<file path="config.mk">
export PLATFORM = sky130hd
export DESIGN_NAME = fifo_word_packer
export DESIGN_NICKNAME = d
export VERILOG_FILES = /design/src/rtl/fifo_word_packer.sv
export SDC_FILE = /design/constraint.sdc
export NUM_CORES = 1
export LEC_CHECK = 0
export ABC_AREA = 0
export CAP_MARGIN = 25
export CELL_PAD_IN_SITES_DETAIL_PLACEMENT = 2
export CELL_PAD_IN_SITES_GLOBAL_PLACEMENT = 2
export CORE_AREA = 10 10 112 114
export CTS_BUF_LIST = sky130_fd_sc_hd__clkbuf_4 sky130_fd_sc_hd__clkbuf_8
export CTS_CLUSTER_DIAMETER = 60
export CTS_CLUSTER_SIZE = 14
export DETAILED_ROUTE_END_ITERATION = 16
export DIE_AREA = 0 0 122 124
export GPL_ROUTABILITY_DRIVEN = 0
export PLACE_DENSITY_LB_ADDON = 0.1
export SLEW_MARGIN = 20
export SYNTH_ARGS = -nofsm -noshare
export SYNTH_HDL_FRONTEND = slang
export SYNTH_SLANG_ARGS = --single-unit
</file>
<file path="constraint.sdc">
create_clock -name clk -period 1.6 [get_ports clk]
set_input_delay 0.32 -clock clk [delete_from_list [all_inputs] [get_ports clk]]
set_output_delay 0.32 -clock clk [all_outputs]
set_load 0.005 [all_outputs]
</file>
<file path="src/rtl/fifo_word_packer.sv">
// Drains bytes from an 8-bit synchronous FIFO and packs them little-endian into
// 32-bit words on a valid/ready stream; flush forces out a partial, keep-masked word.
module fifo_word_packer #(
  parameter int DATA_W         = 8,
  parameter int BYTES_PER_WORD = 4
) (
  input  logic                               clk,
  input  logic                               rst_n,
  input  logic                               fifo_empty,
  output logic                               fifo_rd,
  input  logic [DATA_W-1:0]                  fifo_data,
  input  logic                               flush,
  output logic                               m_valid,
  input  logic                               m_ready,
  output logic [DATA_W*BYTES_PER_WORD-1:0]   m_data,
  output logic [BYTES_PER_WORD-1:0]          m_keep,
  output logic                               m_last
);

  localparam int WORD_W = DATA_W * BYTES_PER_WORD;

  logic [2:0]                r_count;
  logic                      r_inflight;
  logic                      r_flush_pend;
  logic [WORD_W-1:0]         r_acc;
  logic                      r_valid;
  logic [WORD_W-1:0]         r_data;
  logic [BYTES_PER_WORD-1:0] r_keep;
  logic                      r_last;

  logic                      w_out_free;
  logic                      w_full;
  logic                      w_flush_go;
  logic                      w_emit;
  logic [2:0]                w_count_eff;
  logic [3:0]                w_fill;
  logic                      w_flush_done;
  logic [BYTES_PER_WORD-1:0] w_keep;
  logic [WORD_W-1:0]         w_acc_next;

  // The output register can take a new word when empty or being drained this cycle.
  assign w_out_free = !r_valid || m_ready;
  assign w_full     = (r_count == 3'(BYTES_PER_WORD));
  assign w_flush_go = r_flush_pend && !r_inflight && (r_count != 3'd0);
  assign w_emit     = w_out_free && (w_full || w_flush_go);

  assign w_count_eff  = w_emit ? 3'd0 : r_count;
  assign w_fill       = {1'b0, w_count_eff} + {3'b000, r_inflight};
  assign w_flush_done = r_flush_pend && !r_inflight && ((r_count == 3'd0) || w_emit);

  // Reads stop once the bytes held plus the one in flight fill a word.
  assign fifo_rd = rst_n && !fifo_empty && !r_flush_pend && (w_fill < 4'(BYTES_PER_WORD));

  generate
    for (genvar gi = 0; gi < BYTES_PER_WORD; gi++) begin : g_slot
      assign w_keep[gi] = (r_count > 3'(gi));
      assign w_acc_next[DATA_W*gi +: DATA_W] =
        (r_inflight && (w_count_eff == 3'(gi))) ? fifo_data :
        w_emit ? {DATA_W{1'b0}} : r_acc[DATA_W*gi +: DATA_W];
    end
  endgenerate

  always_ff @(posedge clk) begin
    if (!rst_n) begin
      r_count      <= 3'd0;
      r_inflight   <= 1'b0;
      r_flush_pend <= 1'b0;
      r_acc        <= '0;
      r_valid      <= 1'b0;
      r_data       <= '0;
      r_keep       <= '0;
      r_last       <= 1'b0;
    end else begin
      r_inflight <= fifo_rd;
      r_count    <= w_fill[2:0];
      r_acc      <= w_acc_next;
      if (w_flush_done)
        r_flush_pend <= 1'b0;
      else if (flush)
        r_flush_pend <= 1'b1;
      if (w_emit) begin
        r_valid <= 1'b1;
        r_data  <= r_acc;
        r_keep  <= w_keep;
        r_last  <= r_flush_pend;
      end else if (m_ready) begin
        r_valid <= 1'b0;
      end
    end
  end

  assign m_valid = r_valid;
  assign m_data  = r_data;
  assign m_keep  = r_keep;
  assign m_last  = r_last;

endmodule

</file>
==> results.md <==
* Mapped Area at between 3000 and 4000 um2
* Drt total wl at ~8500 um
* DRT iter0 DRCs at around 100
* Crit path time final at between 1.5 and 2 ns
* TritonRoute pass-1 iters at 4
* CP max FO at 2
* Failing checks: negative setup slack
* Avg WL per Cell at ~17 um
* Syn Area/Cell at approximately 9.7 um2
* Crit start category: flop
* I/O pin count at 52
* Largest net degree at the start of global routing at about 100
* IO Port Bufs at between 50 and 60
* Area taken by multi-input logic gates at between 1000 and 1500 um2
* Fin crit share at 115%
* Vias in the first global route at 2,576
* Clock skew at about 0.012 ns
* Net count after synthesis at 325
* DIE AREA at ~15,000 um2
* Total track usage at between 10% and 20%
* Syn Inst Count at between 300 and 400
* Pwr per Cell Area at 956 nW/um2
* Sequential fraction of the synthesis area at between 40 and 50%
* Register Area at 1510 um2
* Diode count at 0
* Post-CTS Hold Fix Bufs at 0
* Max-slew violation count at 0
* Core ar. at slightly above 10,000 um2
* Via Count at between 2,000 and 2,500
* Slew HR at between 60% and 70%
* Clock Path Buffers at 2
* Initial antenna violation count at 0
* Dpl cell area at 3690 um2
* Cts bufs inserted at 9
* H-tree depth at 3
* Required @ worst endpoint at 1.28 ns
* Max Cap Viol at 0
* Row count at 37
* Die W at between 100 and 150 um
* Min Hold Slack at roughly 0.46 ns
* Worst min path class: flop to flop
* Hold Vio Cnt, Final at 0
* Final Instance Area at 3980 um2
* Worst-Margin Slew at roughly 0.45 ns
* Post-synth EDFFs at 0
* VDD IR max at about 0.42 mV
* GRT Residual Overflow at 0
* Clk_lat worst skew at 0.34 ns
* TritonCTS Sinks at 75
* Setup Viol. Count Final at 1
* CP Class: flop to output pin
* Die Height at 124 um
* Main flop type after synthesis: dfxtp_1
* Synth warnings at 0
* Slack of the critical path at -0.238 ns
* Status: complete, but fails checks
* Layout area overhead at 31.9%
* First-pass GRT wire length at approximately 14,000 um
* #FFs+latches synth at 75
* Crit path DAT at about 1.5 ns
* CTS tree: built
* Critical Path Sink Type: output pin
* HPWL after DPL at approximately 5700 um
* Leakage at approximately 1.3 nW
* Residual DRC at 0
* Clock root cell: clkbuf_8
* Drt via density at roughly 4.7
* Starting Density at 29.5%
* RSZ-0062 raised after global routing: true
* Layout cell share with drive strength beyond 1 at 13.9%
* Nets at ~380
* Final ANT Viol Nets at 0
* Total of fill cells in the finished design at between 1,000 and 1,500
* Clock-pin slew on the worst setup and hold paths at around 0.08 ns
* Unique masters post-synth at 30
* Max frequency at between 0.5 and 0.6 GHz
* Ys async rst share at 0%
flip-flops by register name (all words and copies together) (netlist names):
| signal | flops |
|---|---|
| m_valid | 1 |
| r_flush_pend | 1 |
| m_last | 1 |
| r_inflight | 1 |
| m_keep | 4 |
| r_count | 3 |
| r_acc | 32 |
| m_data | 32 |
power by group:
group	internal [mW]	total [mW]	leakage (nW)	switching, mW
Clock	0.900	1.63	0.114	0.727
Combinational	0.125	0.276	0.622	0.151
Sequential	1.89	1.90	0.608	0.0164
final timing paths:
path,slack (ns),startpoint,depth (start not counted),endpoint
hold reg to reg,0.46,m_data[31]$_SDFFE_PN0P_,2,m_data[31]$_SDFFE_PN0P_
setup / recovery,-0.24,r_count[1]$_SDFF_PN0_,5,fifo_rd
setup reg to reg,0.03,r_count[1]$_SDFF_PN0_,6,m_keep[2]$_SDFFE_PN0P_
hold / removal,0.46,m_data[31]$_SDFFE_PN0P_,2,m_data[31]$_SDFFE_PN0P_
Yosys cell counts (2+ instances only):
cell | count | area share [%]
nand2_1 | 80 | 10
dfxtp_1 | 75 | 50
mux2i_1 | 51 | 17
nor2_1 | 18 | 2.2
nand3_1 | 17 | 2.8
o22ai_1 | 16 | 3.3
clkbuf_1 | 10 | 1.2
buf_2 | 6 | 1.0
a21oi_1 | 4 | 0.66
buf_4 | 4 | 1.0
buf_12 | 3 | 2.0
nand2b_1 | 3 | 0.62
o21ai_0 | 3 | 0.50
and4bb_2 | 2 | 0.83
buf_6 | 2 | 0.75
nor2_8 | 2 | 1.3
o211a_1 | 2 | 0.66
o21a_1 | 2 | 0.50
metrics by stage:
stage	power (mW)	instances	setup TNS, ns	utilization (%)	setup WS [ns]
3_3_place_gp	2.21	492	-19.83	36.0	-0.526
2_1_floorplan	2.10	312	0	-	0.0485
5_1_grt	3.99	510	-0.384	38.9	-0.330
6_report	3.81	510	-0.238	38.9	-0.238
3_5_place_dp	2.21	492	-23.18	36.0	-0.558
4_1_cts	3.86	508	-0.279	38.3	-0.279
cell usage in the layout, fill, tap and decap left out, types with 3 or more instances in the layout:
cell type        count
a21oi_1              4
buf_12               4
buf_4               14
clkbuf_8             9
clkdlybuf4s50_1     48
dfxtp_1             71
mux2i_1             51
nand2_1             80
nand2b_1             3
nand3_1             17
nor2_1              18
o21ai_0              3
o22ai_1             16
worst max-delay path, cell delays in order (launching register included):
cell,delay (ns)
dfxtp_4,0.37
nor2_8,0.13
mux2i_4,0.33
nor2_8,0.04
o211a_1,0.20
buf_2,0.12
metal layers:
metal	wire [um]	GRT usage (%)
met4	81	4.25
met2	4210	19.1
met1	3880	13.3
met5	0	0
met3	324	3.17
cell type report:
| type | instances | area share [%] |
|---|---|---|
| Inverter | 1 | 0.0943 |
| Multi-Input combinational cell | 211 | 33.6 |
| Tap cell | 136 | 4.28 |
| Clock inverter | 6 | 2.20 |
| Timing Repair Buffer | 71 | 18.5 |
| Sequential cell | 75 | 38.0 |
| Clock buffer | 10 | 3.30 |
cells by family (layout without fill, tap and decap cells):
group                  count (synthesis)  count (layout)  synth area share, %
AO/OA/AOI/OAI                         33              33                 7.67
XOR/XNOR                               1               1                0.290
buffers and inverters                 26              88                 6.09
flip-flops                            75              75                 49.8
multiplexers                          52              52                 17.7
AND/OR/NAND/NOR                      125             125                 18.5
what timing repair did:
action,4_1_cts,5_1_grt
pin swaps,2,1
cloned,0,1
setup endpoints to repair,39,28
resized for setup,12,9
buffers inserted,0,1
Note: power is estimated with default switching activity, not from simulation.
